## src/rtl/alu_pkg.sv

```systemverilog
// Shared ALU / multiply-divide definitions: op codes, funct3 decode, sequencer states.
package alu_pkg;

  localparam int unsigned XLEN  = 32;
  localparam int unsigned ITERS = 32;
  localparam int unsigned CNT_W = 6;

  typedef enum logic [3:0] {
    OP_ADD  = 4'd0,
    OP_SUB  = 4'd1,
    OP_SLL  = 4'd2,
    OP_SLT  = 4'd3,
    OP_SLTU = 4'd4,
    OP_XOR  = 4'd5,
    OP_SRL  = 4'd6,
    OP_SRA  = 4'd7,
    OP_OR   = 4'd8,
    OP_AND  = 4'd9,
    OP_OPB  = 4'd10
  } alu_op_e;

  typedef enum logic [2:0] {
    MDU_MUL    = 3'd0,
    MDU_MULH   = 3'd1,
    MDU_MULHSU = 3'd2,
    MDU_MULHU  = 3'd3,
    MDU_DIV    = 3'd4,
    MDU_DIVU   = 3'd5,
    MDU_REM    = 3'd6,
    MDU_REMU   = 3'd7
  } mdu_op_e;

  typedef enum logic [2:0] {
    ST_IDLE  = 3'd0,
    ST_NEG_A = 3'd1,
    ST_NEG_B = 3'd2,
    ST_ITER  = 3'd3,
    ST_FIX   = 3'd4,
    ST_DONE  = 3'd5
  } mdu_state_e;

  typedef struct packed {
    alu_op_e           op;
    logic [XLEN-1:0]   a;
    logic [XLEN-1:0]   b;
  } alu_req_t;

  // Divide keeps Q in lo and R in hi, so the result is always one of the two halves.
  function automatic logic [XLEN-1:0] mdu_select(input mdu_op_e op,
                                                 input logic [XLEN-1:0] hi,
                                                 input logic [XLEN-1:0] lo);
    logic [XLEN-1:0] res;
    case (op)
      MDU_MUL, MDU_DIV, MDU_DIVU: res = lo;
      default:                    res = hi;
    endcase
    return res;
  endfunction

endpackage

```

## src/rtl/alu.sv

```systemverilog
// Base 32-bit integer ALU, purely combinational; shared by the EX stage and the MDU sequencer.
module alu
  import alu_pkg::*;
(
  input  logic [3:0]      i_op,
  input  logic [XLEN-1:0] i_a,
  input  logic [XLEN-1:0] i_b,
  output logic [XLEN-1:0] o_y_c
);

  always_comb begin
    o_y_c = '0;
    case (alu_op_e'(i_op))
      OP_ADD:  o_y_c = i_a + i_b;
      OP_SUB:  o_y_c = i_a - i_b;
      OP_SLL:  o_y_c = i_a << i_b[4:0];
      OP_SLT:  o_y_c = XLEN'($signed(i_a) < $signed(i_b));
      OP_SLTU: o_y_c = XLEN'(i_a < i_b);
      OP_XOR:  o_y_c = i_a ^ i_b;
      OP_SRL:  o_y_c = i_a >> i_b[4:0];
      OP_SRA:  o_y_c = $unsigned($signed(i_a) >>> i_b[4:0]);
      OP_OR:   o_y_c = i_a | i_b;
      OP_AND:  o_y_c = i_a & i_b;
      OP_OPB:  o_y_c = i_b;
      default: o_y_c = '0;
    endcase
  end

endmodule

```

## src/rtl/mdu_seq.sv

```systemverilog
// Iterative RV32M multiply/divide sequencer; every add/sub step goes through the shared ALU.
module mdu_seq
  import alu_pkg::*;
(
  input  logic            i_clk,
  input  logic            i_rst,
  input  logic            i_start,
  input  logic [2:0]      i_op,
  input  logic [XLEN-1:0] i_operand_a,
  input  logic [XLEN-1:0] i_operand_b,
  input  logic            i_kill,
  output logic            o_busy,
  output logic            o_done,
  output logic [XLEN-1:0] o_result
);

  mdu_state_e       r_state;
  mdu_op_e          r_op;
  logic [XLEN-1:0]  r_a;
  logic [XLEN-1:0]  r_b;
  logic [XLEN-1:0]  r_hi;
  logic [XLEN-1:0]  r_lo;
  logic             r_sa;
  logic             r_sb;
  logic [CNT_W-1:0] r_cnt;
  logic             r_busy;
  logic             r_done;
  logic [XLEN-1:0]  r_result;

  alu_req_t         w_req;
  logic [XLEN-1:0]  w_alu_y;
  logic             w_is_div;
  logic [XLEN:0]    w_s33;
  logic             w_carry;
  logic             w_ge;
  logic [XLEN-1:0]  w_hi_n;
  logic [XLEN-1:0]  w_lo_n;
  logic             w_last;
  logic             w_need_fix;
  logic [XLEN-1:0]  w_fix_x;
  logic             w_a_neg;
  logic             w_b_neg;
  logic             w_b_zero;
  logic             w_ovf;
  logic             w_special;
  logic [XLEN-1:0]  w_special_res;

  assign w_is_div = r_op[2];
  assign w_s33    = {r_hi, r_lo[XLEN-1]};
  assign w_last   = (r_cnt == CNT_W'(ITERS - 1));
  assign w_fix_x  = (r_op == MDU_DIV) ? r_lo : r_hi;

  // Accept-time decode: negative signed operands and the short-circuit divide cases.
  assign w_a_neg  = i_operand_a[XLEN-1] &
                    ((i_op == MDU_MULH) || (i_op == MDU_MULHSU) ||
                     (i_op == MDU_DIV)  || (i_op == MDU_REM));
  assign w_b_neg  = i_operand_b[XLEN-1] &
                    ((i_op == MDU_MULH) || (i_op == MDU_DIV) || (i_op == MDU_REM));
  assign w_b_zero = (i_operand_b == '0);
  assign w_ovf    = i_op[2] & ~i_op[0] & (i_operand_a == 32'h8000_0000) & (i_operand_b == '1);
  assign w_special = i_op[2] & (w_b_zero | w_ovf);
  assign w_special_res = w_b_zero ? (i_op[1] ? i_operand_a : '1)
                                  : (i_op[1] ? '0 : 32'h8000_0000);

  // Operand/op steering for the shared ALU, purely a function of the current state.
  always_comb begin
    w_req    = '0;
    w_req.op = OP_ADD;
    case (r_state)
      ST_NEG_A: begin
        w_req.op = OP_SUB;
        w_req.b  = r_a;
      end
      ST_NEG_B: begin
        w_req.op = OP_SUB;
        w_req.b  = r_b;
      end
      ST_ITER: begin
        if (w_is_div) begin
          w_req.op = OP_SUB;
          w_req.a  = w_s33[XLEN-1:0];
          w_req.b  = r_b;
        end else if (r_lo[0]) begin
          w_req.op = OP_ADD;
          w_req.a  = r_hi;
          w_req.b  = r_a;
        end else begin
          w_req.op = OP_OPB;
          w_req.b  = r_hi;
        end
      end
      ST_FIX: begin
        if (w_is_div) begin
          w_req.op = OP_SUB;
          w_req.b  = w_fix_x;
        end else if (r_lo == '0) begin
          w_req.op = OP_SUB;
          w_req.b  = r_hi;
        end else begin
          w_req.op = OP_XOR;
          w_req.a  = r_hi;
          w_req.b  = '1;
        end
      end
      default: w_req.op = OP_ADD;
    endcase
  end

  alu u_alu (
    .i_op  (w_req.op),
    .i_a   (w_req.a),
    .i_b   (w_req.b),
    .o_y_c (w_alu_y)
  );

  // One shift/add or restoring shift/sub step.
  always_comb begin
    w_carry = r_lo[0] & (w_alu_y < r_hi);
    w_ge    = w_s33[XLEN] | (w_s33[XLEN-1:0] >= r_b);
    if (w_is_div) begin
      w_hi_n = w_ge ? w_alu_y : w_s33[XLEN-1:0];
      w_lo_n = {r_lo[XLEN-2:0], w_ge};
    end else begin
      w_hi_n = {w_carry, w_alu_y[XLEN-1:1]};
      w_lo_n = {w_alu_y[0], r_lo[XLEN-1:1]};
    end
  end

  always_comb begin
    case (r_op)
      MDU_MULH, MDU_MULHSU, MDU_DIV: w_need_fix = r_sa ^ r_sb;
      MDU_REM:                       w_need_fix = r_sa;
      default:                       w_need_fix = 1'b0;
    endcase
  end

  always_ff @(posedge i_clk) begin
    if (i_rst) begin
      r_state  <= ST_IDLE;
      r_op     <= MDU_MUL;
      r_a      <= '0;
      r_b      <= '0;
      r_hi     <= '0;
      r_lo     <= '0;
      r_sa     <= 1'b0;
      r_sb     <= 1'b0;
      r_cnt    <= '0;
      r_busy   <= 1'b0;
      r_done   <= 1'b0;
      r_result <= '0;
    end else begin
      r_done <= 1'b0;
      if (i_kill && (r_state != ST_IDLE)) begin
        r_state <= ST_IDLE;
        r_busy  <= 1'b0;
      end else begin
        case (r_state)
          ST_IDLE: begin
            if (i_start && !i_kill) begin
              r_op   <= mdu_op_e'(i_op);
              r_a    <= i_operand_a;
              r_b    <= i_operand_b;
              r_sa   <= w_a_neg;
              r_sb   <= w_b_neg;
              r_cnt  <= '0;
              r_hi   <= '0;
              r_lo   <= i_op[2] ? i_operand_a : i_operand_b;
              r_busy <= 1'b1;
              if (w_special) begin
                r_state  <= ST_DONE;
                r_done   <= 1'b1;
                r_result <= w_special_res;
              end else if (w_a_neg) begin
                r_state <= ST_NEG_A;
              end else if (w_b_neg) begin
                r_state <= ST_NEG_B;
              end else begin
                r_state <= ST_ITER;
              end
            end
          end
          ST_NEG_A: begin
            r_a <= w_alu_y;
            if (w_is_div) r_lo <= w_alu_y;
            r_state <= r_sb ? ST_NEG_B : ST_ITER;
          end
          ST_NEG_B: begin
            r_b <= w_alu_y;
            if (!w_is_div) r_lo <= w_alu_y;
            r_state <= ST_ITER;
          end
          ST_ITER: begin
            r_hi  <= w_hi_n;
            r_lo  <= w_lo_n;
            r_cnt <= r_cnt + CNT_W'(1);
            if (w_last) begin
              if (w_need_fix) begin
                r_state <= ST_FIX;
              end else begin
                r_state  <= ST_DONE;
                r_done   <= 1'b1;
                r_result <= mdu_select(r_op, w_hi_n, w_lo_n);
              end
            end
          end
          ST_FIX: begin
            if (r_op == MDU_DIV) r_lo <= w_alu_y;
            else                 r_hi <= w_alu_y;
            r_state  <= ST_DONE;
            r_done   <= 1'b1;
            r_result <= w_alu_y;
          end
          ST_DONE: begin
            r_state <= ST_IDLE;
            r_busy  <= 1'b0;
          end
          default: begin
            r_state <= ST_IDLE;
            r_busy  <= 1'b0;
          end
        endcase
      end
    end
  end

  assign o_busy   = r_busy;
  assign o_done   = r_done;
  assign o_result = r_result;

endmodule

```

## config.mk

```make
export PLATFORM = sky130hd
export DESIGN_NAME = mdu_seq
export DESIGN_NICKNAME = d
export VERILOG_FILES = /design/src/rtl/alu_pkg.sv /design/src/rtl/alu.sv /design/src/rtl/mdu_seq.sv
export SDC_FILE = /design/constraint.sdc
export NUM_CORES = 1
export LEC_CHECK = 0
export BUFFER_PORTS_ARGS = -buffer_cell sky130_fd_sc_hd__buf_4
export CAP_MARGIN = 10
export CORE_MARGIN = 4
export CORE_UTILIZATION = 24
export CTS_BUF_LIST = sky130_fd_sc_hd__clkbuf_8
export CTS_CLUSTER_SIZE = 28
export DETAILED_ROUTE_END_ITERATION = 12
export MAX_ROUTING_LAYER = met4
export PLACE_DENSITY_LB_ADDON = 0.12
export SYNTH_ARGS = -nofsm -noshare
export SYNTH_HDL_FRONTEND = slang
export SYNTH_HIERARCHICAL = 1
export SYNTH_SLANG_ARGS = --single-unit
```

## constraint.sdc

```tcl
create_clock -name i_clk -period 10.1 [get_ports i_clk]
set_clock_uncertainty 0.2 [all_clocks]
set_input_delay 0 -clock i_clk [delete_from_list [all_inputs] [get_ports i_clk]]
set_output_delay 0 -clock i_clk [all_outputs]
set_load 0.1 [all_outputs]
```

Word-level counts from Yosys, hierarchy flattened
Cells that the tools add are included.
Widths: inputs -> output; s select.
{ "totals": {"mem_count": 0, "rom_bits": 0, "ram_bits": 0, "reg_bits": 176, "latch_bits": 0, "word_cells": 163, "output_inout_bits": 34} }
{ "classes": {"mul": 0, "bitwise_logic": 16, "muxes": 58, "div_mod_pow": 0, "magnitude_cmp": 4, "shifts": 3, "reduce_logical": 33, "eq_ne": 34, "add_sub_neg": 3} }
{ "op_table": {"columns": ["op", "count"], "rows": [
  ["$mux 32", 27],
  ["$pmux 32 s11", 1],
  ["$pmux 32 s2", 3],
  ["$pmux 32 s3", 2],
  ["$pmux 32 s5", 1],
  ["$pmux 32 s4", 1],
  ["$lt 32x32->1", 3],
  ["$mux 68", 1],
  ["$eq 32x32->1 const B", 2],
  ["$logic_not 32->1", 2],
  ["$add 32x32->32", 1],
  ["$and 32x32->32", 1],
  ["$ge 32x32->1", 1],
  ["$or 32x32->32", 1],
  ["$shl 32x5->32", 1],
  ["$shr 32x5->32", 1],
  ["$sshr 32x5->32", 1],
  ["$sub 32x32->32", 1],
  ["$xor 32x32->32", 1],
  ["$eq 3x3->1 const B", 6],
  ["$eq 4x3->1 const B", 4],
  ["$ne 2x2->1 const B", 8],
  ["$mux 3", 5],
  ["$pmux 3 s5", 1],
  ["34 further kinds", 75]
]} }

Depth between registers and ports, before layout
{ "depth": {"word_depth": 13, "mapped_depth": 33} }

By module
Netlist, hierarchy kept.
{ "modules_own_cells": {"columns": ["mod", "cells_each", "seq_area_each_um2", "instances", "area_per_inst_um2"], "rows": [
  ["mdu_seq", 1833, 3523.4, 1, 14031.0],
  ["alu", 1277, 0.0, 1, 8874.8]
]} }

Least setup slack after synthesis
OpenSTA, ideal clock, no wires.
{ "synth_path": {"path_type": "reg-to-reg", "start": "register r_op[2]", "end": "register r_hi[31]", "path_slack_ps": 2792, "path_stages_with_launch": 31, "period_less_slack_ps": 7308, "arrival_ps": 7017, "path_buffers": 8, "path_cell_list": "dfxtp_1 > clkbuf_1 > clkbuf_1 > clkbuf_1 > nor2_1 > clkbuf_1 > nor3_1 > o22ai_1 > inv_1 > clkbuf_1 > buf_2 > buf_2 > buf_2 > ha_1 > or4b_4 > a21oi_2 > o31ai_2 > a311oi_1 > nor2_1 > o22ai_1 > nor4_1 > a21oi_1 > ha_1 > a211o_1 > a21oi_1 > o21ai_0 > o221ai_1 > o2111a_1 > a32oi_1 > nand2b_1 > a311oi_1"} }
{ "synth_rtl": {"columns": ["item", "line_no", "text"], "rows": [
  ["start: declaration", "mdu_seq.sv:18", "mdu_op_e r_op;"],
  ["start signal: assignment", "mdu_seq.sv:160", "r_op <= mdu_op_e'(i_op);"],
  ["end signal: assignment", "mdu_seq.sv:193", "r_hi <= w_hi_n;"],
  ["end signal: assignment", "mdu_seq.sv:208", "else r_hi <= w_alu_y;"],
  ["end: declaration", "mdu_seq.sv:21", "logic [XLEN-1:0] r_hi;"]
]} }

==> metrics <==
status=completed; Hold Path Sink=r_a[9]$_SDFFE_PP0P_; crit share post-route=86.2%; Pleak=9.12 nW; DR vias/cell=5.91; GP Congestion=0.954; top post-synthesis cells by area=dfxtp_1 15%, ha_1 9.0%, mux2i_1 8.3%; grt ovf=0; number of CTS-inserted buffers=17; first-pass GRT wire length=181000 um; largest net degree at the start of global routing=101; DRT Wirelength=123000 um; initial antenna violation count=3; pwr dens=301 nW/um^2; DR WL/cell=28.2 um; number of flops mapped to enable cells by yosys=0; Routed Antenna Nets=0; Async SR Flop Fraction=0%; Yosys cell types=96; fmax=0.115 GHz; CP Max Fanout=44; Post-CTS Resized=0; root buffer cell=clkbuf_8; CTS Buffer Depth=2; setup bufs post-CTS=0; Yosys reg bits=176; Mapped Cells=3110; Max-cap violations=0; CTS tree=yes; sequential share of the synthesized area=15.4%; CP endpoint kind=register; top cell type's share of synthesized area=15.4%; setup slack after layout=1.39 ns; Min-Delay Path Depth=4; final max-slew violation count=0; Skew-Pair Late Insertion Delay=0.52 ns; Initial Util=24.1%; I/O Pins=105; port bufs=104; Synth area leader=dfxtp_1; CTS H-tree lvls=4; area share of and/or/nand/nor cells after synthesis=17.5%; crit path DAT=8.93 ns; Mapped Avg Cell Area=7.37 um^2; final number of setup-violating endpoints=0; Worst Tran Pin Value=1.31 ns; Net count, final=3340; drt drc=0; CTS sink count=176; Synth Area in Compound Gates=35.2%; CTS clock-pin slew for the worst setup and hold paths=0.11 ns; data required time of the worst path=10.33 ns; unrepaired setup endpoints after global routing=false; Reg2Reg Launch Point=r_state[0]$_SDFFE_PP0P_; DP HPWL=91100 um; most common cell after layout, fill and taps aside=nor2_1; pre-CTS setup slack=1.64 ns; Crit Path Category=reg -> reg; post-synthesis mux area share=14.2%; Synth Area in Adders=9.13%; GR Util All Layers=24.5%; Worst Setup Start Kind=register; filler instances=10400; row cnt=113; largest family of logic cells by synthesized area=compound AO/OA/AOI/OAI gates; commonest non-fill, non-tap cells in the layout=365 x nor2_1, 255 x o21ai_0, 209 x a21oi_1; initial drt markers=2780; Relative slew margins=12.9%; post-synthesis xor/xnor area fraction=0.382%; r2r setup slk=1.39 ns; worst reg2reg endpoint=r_hi[31]$_SDFFE_PP0P_; vias in the first global route=25200; Core Region=94900 um^2; ys flop type=dfxtp_1; setup_tns=0 ns; yosys synthesis warning count=6; Synthesized Nets=3347; VDD IR max=0.249 mV; Final min period=8.71 ns; Worst Hold Class=in -> reg; drt pass-1 iters=5; synthesis-to-layout area growth=14.3%; die extent in x=317 um; start point of the worst hold path=i_operand_a[9]; die area=100000 um^2; reg2reg path depth=26; final hold violations=0; fraction of layout cells with a size suffix above 1=11.8%; Die H=317 um; Cell Area, Synth=22900 um^2; Vias=25900
[logic make-up (layout without fill, tap and decap cells)]
family / after synthesis / in the layout
AOI/OAI and AO/OA: 1161 / 1161
xor gates and xnor gates: 10 / 10
adders and majority gates: 166 / 166
buffers and inverters: 467 / 473
DFF: 176 / 176
muxes: 255 / 255
other: 0 / 3
and+or+nand+nor: 875 / 875
[area by class of cell]
cell class	count	area [um^2]	area share, %
multi-input cells	2467	17700	67.6
repair buffers	282	2380	9.09
inverters	159	597	2.28
clock inverters	15	161	0.616
well taps	1265	1580	6.04
flip-flops and latches	176	3530	13.5
diodes	3	7.51	0.0287
clock buffers	17	234	0.894
[critical path, stage by stage, from the launching register on]
cell and delay (ns):
dfxtp_1 0.34, buf_4 0.46, nand2_1 0.21, or2_4 0.48
o21bai_2 0.55, buf_4 0.35, a22o_1 0.48, inv_1 0.12
ha_1 0.43, nor3_1 0.48, o21ai_0 0.25, a21boi_1 0.40
o31ai_2 0.17, a311oi_1 0.50, nor2_1 0.24, o22ai_1 0.21
nor4_1 0.06, a21oi_1 0.80, ha_1 0.41, a211o_1 0.27
a21oi_1 0.10, o21ai_0 0.11, o221ai_1 0.20, o2111a_1 0.22
a32oi_1 0.08, nand2b_1 0.19, a311oi_1 0.23
[flip-flops by register name, summed over array words and instances (netlist names)]
name,cells
o_result,32
r_a,32
r_b,32
r_hi,32
r_lo,32
r_cnt,6
r_op,3
r_state,3
o_busy,1
o_done,1
r_sa,1
r_sb,1
[routing by layer]
layer  wire length (um)  vias to the layer above  track usage [%]
li1                   -                    11800                -
met5                  0                        -                -
met4               3640                        0             6.97
met1              57100                    12900             34.1
met2              55600                     1076             38.2
met3               7110                      158             2.06
[stage by stage]
stage                     std cells  util (%)  hold slack (ns)  power, mW  cell area, um^2
after floorplan                3110         -          -0.0640       5.03            22900
after global placement         4255      26.2           0.0969       7.23            24800
after detailed placement       4255      26.2           0.0972       7.17            24800
after CTS                      4381      27.6            0.174       7.78            26200
after global routing           4383      27.6            0.217       8.40            26200
final                          4384      27.6            0.210       7.88            26200
[cells in the mapped netlist (all sizes together), types with 102 or more instances]
cell,instances
a211oi,114
dfxtp,176
nor2,370
nand2,192
a21oi,210
nor3,102
ha,164
o21ai,262
clkbuf,239
o22ai,102
inv,158
mux2i,190
[timing repair]
item / in CTS / in global routing
setup endpoints to repair: 0 / 0
hold buffers: 94 / 0
endpoints found under the hold margin: 157 / 0
[where the power goes]
part	total [mW]	leakage [nW]	internal, mW	switching, mW
registers	1.14	1.45	0.862	0.282
logic	6.19	7.48	1.95	4.25
clock network	0.540	0.194	0.222	0.317
[worst max-delay path by stage]
stage,to,slack (ns),startpoint,cells past startpoint
2_1_floorplan,r_hi[31]$_SDFFE_PP0P_,2.79,r_op[2]$_SDFFE_PP0P_,30
3_3_place_gp,r_hi[31]$_SDFFE_PP0P_,1.69,r_state[0]$_SDFFE_PP0P_,26
3_5_place_dp,r_hi[31]$_SDFFE_PP0P_,1.64,r_state[0]$_SDFFE_PP0P_,26
4_1_cts,r_hi[31]$_SDFFE_PP0P_,1.59,r_state[0]$_SDFFE_PP0P_,26
5_1_grt,r_hi[31]$_SDFFE_PP0P_,0.95,r_state[0]$_SDFFE_PP0P_,26
6_report,r_hi[31]$_SDFFE_PP0P_,1.39,r_state[0]$_SDFFE_PP0P_,26
No activity file was read; power rests on OpenSTA's default activity.
